===== config.mk =====
export PLATFORM = sky130hd
export DESIGN_NAME = mux_scan_ctrl
export DESIGN_NICKNAME = d
export VERILOG_FILES = /design/src/rtl/mux_scan_ctrl.sv
export SDC_FILE = /design/constraint.sdc
export NUM_CORES = 1
export LEC_CHECK = 0
export ABC_AREA = 1
export CAP_MARGIN = 20
export CORE_MARGIN = 4
export CORE_UTILIZATION = 25
export DETAILED_ROUTE_END_ITERATION = 10
export PLACE_DENSITY_LB_ADDON = 0.12
export SLEW_MARGIN = 20
export SYNTH_ARGS = -nofsm -noshare
export SYNTH_HDL_FRONTEND = slang
export SYNTH_SLANG_ARGS = --single-unit

===== constraint.sdc =====
create_clock -name clk -period 1.3 [get_ports clk]
set_input_delay 0.26 -clock clk [delete_from_list [all_inputs] [get_ports clk]]
set_output_delay 0.26 -clock clk [all_outputs]
set_load 0.01 [all_outputs]

===== src/rtl/mux_scan_ctrl.sv =====
// Scan sequencer for a 4:1 mux: steps the select lines through channels 0..3 with a
// programmable dwell, samples y_in at the end of each dwell and publishes a 4-bit frame.
module mux_scan_ctrl #(
  parameter int DIV = 4
) (
  input  logic       clk,
  input  logic       rst,
  input  logic       en,
  input  logic       start,
  input  logic       mode,
  output logic       s0,
  output logic       s1,
  input  logic       y_in,
  output logic [3:0] frame,
  output logic       valid,
  output logic       busy
);

  localparam int CW = (DIV > 2) ? $clog2(DIV) : 1;
  localparam logic [CW-1:0] CNT_MAX = CW'(DIV - 1);

  typedef enum logic {IDLE, SCAN} state_t;

  state_t        state_q, state_d;
  logic [1:0]    ch_q, ch_d;
  logic [CW-1:0] cnt_q, cnt_d;
  logic [2:0]    shadow_q, shadow_d;
  logic [3:0]    frame_q, frame_d;
  logic          valid_q, valid_d;

  always_ff @(posedge clk or posedge rst) begin
    if (rst) begin
      state_q  <= IDLE;
      ch_q     <= 2'd0;
      cnt_q    <= '0;
      shadow_q <= 3'd0;
      frame_q  <= 4'd0;
      valid_q  <= 1'b0;
    end else begin
      state_q  <= state_d;
      ch_q     <= ch_d;
      cnt_q    <= cnt_d;
      shadow_q <= shadow_d;
      frame_q  <= frame_d;
      valid_q  <= valid_d;
    end
  end

  always_comb begin
    state_d  = state_q;
    ch_d     = ch_q;
    cnt_d    = cnt_q;
    shadow_d = shadow_q;
    frame_d  = frame_q;
    valid_d  = 1'b0;
    unique case (state_q)
      IDLE: begin
        ch_d  = 2'd0;
        cnt_d = '0;
        if (start && en) state_d = SCAN;
      end
      SCAN: begin
        if (!en) begin
          // Abort wins even on the final sample edge: no frame update, shadow dropped.
          state_d  = IDLE;
          ch_d     = 2'd0;
          cnt_d    = '0;
          shadow_d = 3'd0;
        end else if (cnt_q == CNT_MAX) begin
          cnt_d = '0;
          if (ch_q != 2'd3) begin
            for (int i = 0; i < 3; i++) begin
              if (ch_q == 2'(i)) shadow_d[i] = y_in;
            end
            ch_d = ch_q + 2'd1;
          end else begin
            frame_d = {y_in, shadow_q};
            valid_d = 1'b1;
            ch_d    = 2'd0;
            if (!mode) state_d = IDLE;
          end
        end else begin
          cnt_d = cnt_q + CW'(1);
        end
      end
      default: state_d = IDLE;
    endcase
  end

  assign s0    = ch_q[0];
  assign s1    = ch_q[1];
  assign frame = frame_q;
  assign valid = valid_q;
  assign busy  = (state_q == SCAN);

endmodule

==> results of run 1 <==
[cells in the mapped netlist]
library cell	count	share of area, %
nor3_1	1	0.78
inv_2	1	0.59
nand2_1	24	14
nand3_1	4	3.1
nand3_4	1	2.7
nand4_1	1	0.98
ha_1	6	12
a21boi_2	1	1.8
o21ai_0	5	3.9
dfrtp_1	13	51
nor2_1	2	1.2
inv_1	10	5.9
o21ai_1	1	0.78
a21oi_1	1	0.78
clkinv_2	1	0.78
[final timing paths]
check / from / end / slack (ns) / cells after the start
setup / recovery: ch_q[0] / s0 / 0.04 / 1
hold / removal: rst / cnt_q[1] / 0.25 / 3
setup reg to reg: ch_q[1] / shadow_q[2] / 0.09 / 6
hold reg to reg: cnt_q[0] / cnt_q[0] / 0.47 / 1
max in group asynchronous: rst / valid / 0.88 / 3
min in group clk: cnt_q[0] / cnt_q[0] / 0.47 / 1
[sequential cells by signal, indices dropped and copies added, names as in the netlist]
name      cells
frame         4
shadow_q      3
ch_q          2
cnt_q         2
busy          1
valid         1
[placed cells by master, fill, tap and decap left out, drive strengths merged]
| master | netlist | layout |
|---|---|---|
| dfrtp | 13 | 13 |
| nor2 | 2 | 2 |
| nor3 | 1 | 1 |
| ha | 6 | 6 |
| a21oi | 1 | 1 |
| buf | 0 | 4 |
| nand2 | 24 | 24 |
| dlygate4sd2 | 0 | 8 |
| o21ai | 6 | 6 |
| inv | 11 | 11 |
| nand3 | 5 | 5 |
| clkbuf | 0 | 4 |
| clkinv | 1 | 1 |
| a21boi | 1 | 1 |
| nand4 | 1 | 1 |
| clkdlybuf4s50 | 0 | 5 |
[power by group]
group | switching (mW) | internal, mW | leakage [nW]
Combinational | 0.0359 | 0.0359 | 0.281
Clock | 0.134 | 0.119 | 0.0150
Sequential | 0.0112 | 0.422 | 0.177
Total | 0.181 | 0.577 | 0.473
[final cells by class]
cell class,instances,area [µm²]
timing repair buffer,17,150.1
inverter,12,46.29
multi-input combinational,47,281.5
clock buffer,4,26.28
fill,269,1588
tap,30,37.54
sequential,13,325.3
[logic make-up after synthesis]
kind of cell | share of synthesized area [%]
fa+ha+maj | 11.74
buf+inv | 7.240
compound gates | 7.238
flops | 50.88
simple gates | 22.90
[stage by stage]
stage,util (%),setup TNS (ns),power (mW)
6_report,35.32,0,0.7580
5_1_grt,35.32,-0.001561,0.8028
4_1_cts,34.76,0,0.7735
3_5_place_dp,33.79,-0.5281,0.5136
3_3_place_gp,33.79,-0.3371,0.5129
2_1_floorplan,-,0,0.4743
[metal layers]
metal / vias to the layer above / wire (µm) / track usage, %
met4: 0 / 27 / 3.883
met1: 208 / 574 / 9.485
li1: 267 / - / -
met5: - / 0 / 0
met2: 11 / 515 / 12.76
met3: 4 / 80 / 3.947
[timing repair]
action / in CTS / in global routing
gates cloned: 0 / 0
pin swaps: 0 / 0
setup endpoints to repair: 8 / 7
setup buffers: 1 / 0
gates resized for setup: 11 / 4
hold buffers: 0 / 0
==> metrics.md, run 1 <==
| Metric | Value |
|---|---|
| Status | complete, no violations |
| Achievable Freq | roughly 0.80 GHz |
| Min-Delay Path Class | primary input to async pin |
| Sequential share of the synthesized area | a little over 50% |
| Share of cells above drive strength 1 | 15.05% |
| Vias in the first global route | 498 |
| CORE AREA | 2455 µm² |
| # rows | 18 |
| Worst-path maximum fanout | 4 |
| Arrival @ worst endpoint | 1.00 ns |
| Final worst setup slack | 0.04289 ns |
| Post-Layout Cell Count | 123 |
| Final instance area | 867.1 µm² |
| # setup viols final | 0 |
| Initial antenna violation count | 0 |
| Relative slew slack | 86.64% |
| Die height | 58.57 µm |
| Worst path cell trace | dlygate4sd2_1 |
| DR iter-0 viols | 8 |
| Worst skew pair latency | 0.28 ns |
| DRT Pass-1 Iters | 4 |
| Area Growth Syn to Fin | 35.62% |
| Die Wd | ~60 µm |
| ANT nets after route | 0 |
| Largest stage delay, worst path | 0.42 ns |
| CP bufs+invs | 1 |
| Leak | roughly 0.47 nW |
| Crit-path slowest cell | dfrtp_1 |
| Syn. warnings | 0 |
| Clock slew at reported path FFs | around 0.08 ns |
| Synth Cell Area | 639.4 µm² |
| Final Hold Fails | 0 |
| Max-Cap Viols | 0 |
| Largest net degree at the start of global routing | 14 |
| Worst slack, placed | -0.1008 ns |
| Post-Syn Nets | 84 |
| Die ar. | around 3400 µm² |
| Syn Inst Count | 72 |
| Routed len/inst | 9.732 µm |
| Antenna cell count | 0 |
| Critical Path Sink Type | output port |
| Seq cells post-synth | 13 |
| Via count | 490 |
| Gpl congestion | 0.7311 |
| Max Slew Vio Count | 0 |
| H-Tree Depth | 1 |
| Transition time of the tightest slew-check pin | 0.1997 ns |
| Maximum VDD drop | between 0.6 and 0.7 mV |
| CTS tree | built |
| First-pass GRT wire length | roughly 2000 µm |
| Clock sinks | 13 |
| Yosys cell types | 15 |
| Nets | 106 |
| DRC errors left | 0 |
| Root Buffer | clkbuf_4 |
| CP required | around 1.0 ns |
| Pwr dens | 874.2 nW/µm² |
| Initial Util | 26.04% |
| Critical path class | flip-flop to output port |
| Port Buffers | 13 |
| Startpoint Class | flip-flop |
| Remaining global-route overflow | 0 |
| Worst hold margin | 0.2531 ns |
| Clock period minus worst slack | 1.257 ns |
| Total global-route track usage | 8.208% |
| Clock Skews | between 0.008 and 0.009 ns |
| Syn_area_per_cell | 8.880 µm² |
| Top delay family on crit path | flip-flops |
| Dpl hpwl | 949.8 µm |
| CTS max path bufs | 2 |
| Total Wirelength | between 1000 and 1500 µm |
| CTS buffer count | 3 |
| Vias per cell | 3.984 |
| Final period utilization | 96.70% |
| Num ports | 14 |
| Placed Cells | 118 |
| Placed inst area | ~830 µm² |
Power figures use the tool's default switching activity.
==> run 2, diff against run 1 <==
MAX_ROUTING_LAYER = met4   (was unset)
==> results of run 2 <==
Final layout, timing and power as in run 1 (identical DEF).
Among the figures that moved: final weighted congestion in routability-driven placement 0.7311 -> 0.7400; overall routing resource usage 8.208% -> 8.451%
